## src/rtl/inst_axi_bridge.sv

```systemverilog
// inst_axi_bridge: IF fetch port (sram-like) to AXI3 read-only master.
// Single-beat in-order fetches; a flush drops responses of older fetches.
module inst_axi_bridge #(
  parameter int unsigned MAX_OUTSTANDING = 2,
  parameter logic [3:0]  ARID_VAL        = 4'h0
) (
  input  logic        clk,
  input  logic        resetn,
  input  logic        inst_sram_req,
  input  logic        inst_sram_wr,
  input  logic [1:0]  inst_sram_size,
  input  logic [31:0] inst_sram_addr,
  input  logic [3:0]  inst_sram_wstrb,
  input  logic [31:0] inst_sram_wdata,
  output logic        inst_sram_addr_ok,
  output logic        inst_sram_data_ok,
  output logic [31:0] inst_sram_rdata,
  input  logic        fetch_cancel,
  output logic [3:0]  arid,
  output logic [31:0] araddr,
  output logic [7:0]  arlen,
  output logic [2:0]  arsize,
  output logic [1:0]  arburst,
  output logic [1:0]  arlock,
  output logic [3:0]  arcache,
  output logic [2:0]  arprot,
  output logic        arvalid,
  input  logic        arready,
  input  logic [3:0]  rid,
  input  logic [31:0] rdata,
  input  logic [1:0]  rresp,
  input  logic        rlast,
  input  logic        rvalid,
  output logic        rready
);

  typedef enum logic {
    AR_IDLE = 1'b0,
    AR_WAIT = 1'b1
  } ar_state_e;

  localparam logic [2:0] MAX_Q = 3'(MAX_OUTSTANDING);

  ar_state_e   state_q, state_d;
  logic [31:0] araddr_q, araddr_d;
  logic [2:0]  arsize_q, arsize_d;
  logic [2:0]  out_q, out_d;
  logic [2:0]  disc_q, disc_d;
  logic        addr_ok;
  logic        r_fire;

  // Write-side and response-tag inputs carry no meaning for fetches.
  logic unused_in;
  assign unused_in = ^{inst_sram_wr, inst_sram_wstrb, inst_sram_wdata,
                       rid, rresp, rlast};

  assign arid    = ARID_VAL;
  assign arlen   = 8'd0;
  assign arburst = 2'b01;
  assign arlock  = 2'b00;
  assign arcache = 4'd0;
  assign arprot  = 3'd0;
  assign araddr  = araddr_q;
  assign arsize  = arsize_q;
  assign arvalid = (state_q == AR_WAIT);

  assign rready            = (out_q != 3'd0);
  assign r_fire            = rvalid && rready;
  assign inst_sram_addr_ok = addr_ok;
  assign inst_sram_data_ok = r_fire && (disc_q == 3'd0);
  assign inst_sram_rdata   = rdata;

  // AR channel: accept one request, then hold it until arready.
  always_comb begin
    state_d  = state_q;
    araddr_d = araddr_q;
    arsize_d = arsize_q;
    addr_ok  = 1'b0;
    unique case (state_q)
      AR_IDLE: begin
        addr_ok = resetn && inst_sram_req && (out_q < MAX_Q);
        if (addr_ok) begin
          araddr_d = inst_sram_addr;
          arsize_d = {1'b0, inst_sram_size};
          state_d  = AR_WAIT;
        end
      end
      AR_WAIT: begin
        if (arready) state_d = AR_IDLE;
      end
      default: state_d = AR_IDLE;
    endcase
  end

  // In-flight count: accepted but not yet answered on R.
  always_comb begin
    out_d = out_q;
    unique case ({addr_ok, r_fire})
      2'b10:   out_d = out_q + 3'd1;
      2'b01:   out_d = out_q - 3'd1;
      default: out_d = out_q;
    endcase
  end

  // Responses still owed to pre-flush requests; a request accepted in
  // the cancel cycle is not yet in out_q, so it stays deliverable.
  always_comb begin
    disc_d = disc_q;
    if (fetch_cancel) begin
      disc_d = out_q - {2'b00, r_fire};
    end else if (r_fire && (disc_q != 3'd0)) begin
      disc_d = disc_q - 3'd1;
    end
  end

  // State registers.
  always_ff @(posedge clk or negedge resetn) begin
    if (!resetn) begin
      state_q  <= AR_IDLE;
      araddr_q <= 32'd0;
      arsize_q <= 3'd0;
      out_q    <= 3'd0;
      disc_q   <= 3'd0;
    end else begin
      state_q  <= state_d;
      araddr_q <= araddr_d;
      arsize_q <= arsize_d;
      out_q    <= out_d;
      disc_q   <= disc_d;
    end
  end

endmodule

```

## config.mk

```make
export PLATFORM = sky130hd
export DESIGN_NAME = inst_axi_bridge
export DESIGN_NICKNAME = d
export VERILOG_FILES = /design/src/rtl/inst_axi_bridge.sv
export SDC_FILE = /design/constraint.sdc
export NUM_CORES = 1
export LEC_CHECK = 0
export CAP_MARGIN = 20
export CORE_MARGIN = 2
export CORE_UTILIZATION = 33
export DETAILED_ROUTE_END_ITERATION = 8
export PLACE_DENSITY = 0.88
export SETUP_SLACK_MARGIN = 0.05
export SYNTH_ARGS = -nofsm -noshare
export SYNTH_HDL_FRONTEND = slang
export SYNTH_SLANG_ARGS = --single-unit
```

## constraint.sdc

```tcl
create_clock -name clk -period 4.1 [get_ports clk]
set_clock_uncertainty 0.2 [all_clocks]
set_input_delay 0.615 -clock clk [delete_from_list [all_inputs] [get_ports clk]]
set_output_delay 0.615 -clock clk [all_outputs]
set_load 0.01 [all_outputs]
```

After elaboration in Yosys (flattened, before gate mapping)
Cells that the tools add are included.
- flip-flop bits (word level): 41
- bits of input ports: 116
- output and inout port bits: 94
- word-level logic and storage cells: 31
- add/subtract/negate cells: 4
- order comparisons: 1
- eq/ne operators: 2
- mux-type cells: 7
- bitwise logic cells: 1
- reduce and logical (&&, ||, !) cells: 11
- operator list (kind ; number):
    $mux 3 ; 2
    $pmux 3 s2 ; 1
    $reduce_bool 3->1 ; 2
    $sub 3x1->3 const B ; 2
    $logic_and 1x1->1 ; 5
    $reduce_bool 2->1 ; 2
    $add 3x1->3 const B ; 1
    $logic_not 3->1 ; 1
    $lt 3x2->1 const B ; 1
    $mux 1 ; 3
    $sub 3x1->3 ; 1
    $eq 2x1->1 const B ; 1
    $eq 2x2->1 const B ; 1
    $pmux 1 s2 ; 1
    $reduce_and 2->1 ; 1
    $not 1->1 ; 1

Depth between registers and ports, before layout
- depth in word-level cells: 5
- mapped depth: 9
- mapped depth without buffers: 8

Worst setup path after synthesis
Ideal clock, no wire load.
- path type: input port to flip-flop
- start: in resetn
- end: reg out_q[2]
- setup time: 79 ps
- arrival: 1900 ps
- data required time: 3821 ps
- setup slack: 1920 ps
- stages on the path: 8
- path buffers: 1
- cells stage by stage: nand4_4 > buf_6 > ha_1 > inv_1 > fa_1 > xor2_1 > nor2_1 > xor2_1
- word-level cells in the longest chain between the ends: 5
- ends and longest elaborated chain (item ; RTL line ; RTL):
    start, declared ; 8 ; input logic resetn,
    $logic_and 1x1->1 * (2 in a row) ; 81 ; addr_ok = resetn && inst_sram_req && (out_q < MAX_Q);
    $mux 1 * ; 79 ; unique case (state_q)
    $eq 2x1->1 / $eq 2x2->1 (equally long branches) ; 98 ; unique case ({addr_ok, r_fire})
    $pmux 3 s2 / $reduce_bool 2->1 (equally long branches) ; n/a ;
    end signal, assigned ; 128 ; out_q <= out_d;
    end, declared ; 47 ; logic [2:0] out_q, out_d;
Every way passes the cells marked *; elsewhere a longest branch is shown, timed or not.
A chain may end at the register's enable or synchronous reset.

Final worst setup path
- start: in rvalid
- end: out inst_sram_data_ok
- word-level cells in the longest chain between the ends: 2
- ends and longest elaborated chain (item ; RTL line ; RTL):
    start, declared ; 33 ; input logic rvalid,
    $logic_and 1x1->1 ; 68 ; assign r_fire = rvalid && rready;
    $logic_and 1x1->1 ; 70 ; assign inst_sram_data_ok = r_fire && (disc_q == 3'd0);
    end, declared ; 16 ; output logic inst_sram_data_ok,
No other way between the ends.

==> impl_metrics.py <==
metrics = {
    "route": {
        "viasPerCell": 4.17,
        "ant_nets": 0,
        "drtIter0Drc": 28,
        "wl_per_cell_um": 13.5,
        "vias": 1276,
        "drc": 0,
        "routed_wl_mm": 4.14,
        "firstDrtPassIters": 4,
    },
    "die": {
        "pin_count": 210,
        "rows": 30,
        "core_sq_um": 6720,
        "fp.dieH_um": 86.9,
        "die_area_sq_um": 7560,
        "die_x_um": 86.9,
        "initial_utilization": 0.338,
    },
    "global_route": {
        "grt_remaining_overflow": 0,
        "track_usage": 0.105,
        "antenna_found_initial": 0,
        "grt_pass1_vias": 1223,
        "grt_max_degree": 42,
        "grt_pass1_wl_mm": 6.16,
    },
    "clock_network": {
        "clk_latency_ps": 280,
        "cts_sinks": 41,
        "clock_path_buffers": 2,
        "path_clk_slew_ps": 80,
        "cts_root_buf": "clkbuf_8",
        "cts_max_level": 2,
        "postCtsResizedCells": 0,
        "hold_buffers": 0,
        "cts_setup_buffers": 0,
        "cts_buffers": 5,
        "cts_tree": "built",
    },
    "timing": {
        "min_period_ps": 2680,
        "fin_crit_sh": 0.653,
        "timing.slew.headroom": 0.593,
        "finalMaxSlewViolations": 0,
        "worst_pin_slew_ps": 611,
        "setup_violations": 0,
        "finalHoldViolCount": 0,
        "max_freq_mhz": 373,
        "rsz0062_at_grt": "false",
        "hold_ws_ps": 285,
        "tns_ps": 0,
    },
    "worst_setup_path": {
        "cp.arrival_ps": 1860,
        "critPathKind": "input port to output pin",
        "rr_worst_depth": 8,
        "crit_path_end": "inst_sram_data_ok",
        "cp_max_fo": 5,
        "regToRegSetupSlack_ps": 1910,
        "timing.rr.end": "out_q[2]",
        "r2r-start": "out_q[2]",
        "worst_ep_required_time_ps": 3280,
        "start_kind": "input port",
        "setup.worst_path.start": "rvalid",
        "worstSetupEndpointType": "output pin",
    },
    "placement": {
        "routabilityCongestion": 0.736,
        "hpwl_mm": 2.97,
        "portBuffers": 77,
        "dpl_cell_area_sq_um": 2780,
    },
    "finish": {
        "post-route-util": 0.429,
        "layout.nets": 348,
        "area_delta_synth_final_pct": 27.0,
        "num_antenna_cells": 0,
        "drive_gt1_frac": 0.208,
        "final_cell_area_sq_um": 2880,
    },
    "power_and_ir_drop": {
        "vdd_ir_drop_max_v": 0.000261,
        "p_leak_uw": 0.00137,
        "cellPowerDensity_nw_per_um2": 702,
    },
    "yosys": {
        "ys.flop_type": "dfrtp_1",
        "yosysTopAreaCellShare": 0.452,
        "synth_top_area_cell": "dfrtp_1",
        "ys_types": 25,
        "yosysSeqAreaShare": 0.452,
        "synth_seq_cells": 41,
        "synth_area_sq_um": 2270,
        "synthCells": 177,
        "synthTopCellsByArea": "dfrtp_1, buf_4, mux2_4",
        "synth_edf_count": 0,
        "syn_area_per_cell_sq_um": 12.8,
        "synth.most_common_cell": "buf_4",
        "synthTopCellsByCount": "buf_4, dfrtp_1, mux2_4",
        "yosys_warnings": 0,
        "async_reset_ff_frac": 1.00,
    },
    "outcome": {
        "status": "complete, no violations",
    },
    "hold_path": {
        "worstHoldPathType": "input port to async pin",
    },
    "flow_run": {
        "max-cap-violations": 0,
    },
}
-- through the flow --
stage / total power, uW / setup slack (ps) / cells
after global placement: 1700 / 1420 / 299
after detailed placement: 1730 / 1410 / 299
after CTS: 2060 / 1420 / 306
final: 2020 / 1420 / 306
after global routing: 2160 / 1380 / 306
after floorplan: 1300 / 1920 / 199
-- cell usage in the layout, fill, tap and decap left out, types with 2 or more instances in the layout --
| cell type | n |
|---|---|
| nand2_1 | 3 |
| conb_1 | 24 |
| o21ai_0 | 2 |
| clkdlybuf4s50_1 | 76 |
| dfrtp_1 | 41 |
| xnor2_1 | 2 |
| xor2_1 | 2 |
| buf_4 | 2 |
| a21oi_1 | 2 |
| inv_1 | 9 |
| nor3_1 | 2 |
| mux2_4 | 27 |
| o31a_1 | 2 |
| ha_1 | 5 |
| mux2_2 | 7 |
| nor2_1 | 3 |
| clkbuf_8 | 5 |
-- how the worst min path moves through the flow --
stage	from	end	depth (start not counted)	slack (ps)
2_1_floorplan	resetn	araddr[0]	0	120
3_5_place_dp	araddr[10]	araddr[10]	1	290
3_3_place_gp	araddr[6]	araddr[6]	1	290
6_report	resetn	out_q[1]	2	290
5_1_grt	araddr[31]	araddr[31]	1	320
4_1_cts	resetn	araddr[25]	2	300
-- flip-flops by register name, summed over array words and instances (netlist names) --
name / count
out_q: 3
araddr: 32
arvalid: 1
disc_q: 3
arsize: 2
-- critical path: stages --
cell and delay, ps:
clkdlybuf4s50_1 480, o31ai_2 110, nor2_1 120, clkdlybuf4s50_1 540
-- where the power goes --
part / internal (uW) / total (uW) / switching [uW] / leakage, uW
clock: 177 / 309 / 132 / 0.0000540
sequential: 608 / 727 / 120 / 0.000492
combinational: 633 / 988 / 355 / 0.000823
total: 1420 / 2020 / 606 / 0.00137
-- layout make-up --
type	count	area (sq um)
multi-input cells	90	838
clock inverters	2	35.0
fillers	594	3840
repair buffers	79	781
inverters	9	33.8
clock buffers	5	68.8
well taps	80	100
flip-flops and latches	41	1030
-- routing by layer --
metal  part of all wire  GRT usage  vias to the layer above
met5                  0          0                        -
met4             0.0048     0.0256                        0
met3              0.086     0.0370                        4
met2               0.46      0.164                       68
met1               0.45      0.138                      608
li1                   -          -                      596
-- logic make-up (layout without fill, tap and decap cells) --
| kind of cell | count (synthesis) | count (layout) | share of synthesized area |
|---|---|---|---|
| compound gates | 9 | 9 | 0.0281 |
| fa+ha+maj | 6 | 6 | 0.0364 |
| xor+xnor | 4 | 4 | 0.0154 |
| simple gates | 12 | 12 | 0.0320 |
| buf+inv | 68 | 95 | 0.215 |
| mux | 35 | 35 | 0.218 |
| other cells | 2 | 24 | 0.00331 |
| flops | 41 | 41 | 0.452 |
(Power assumes the default switching activity.)
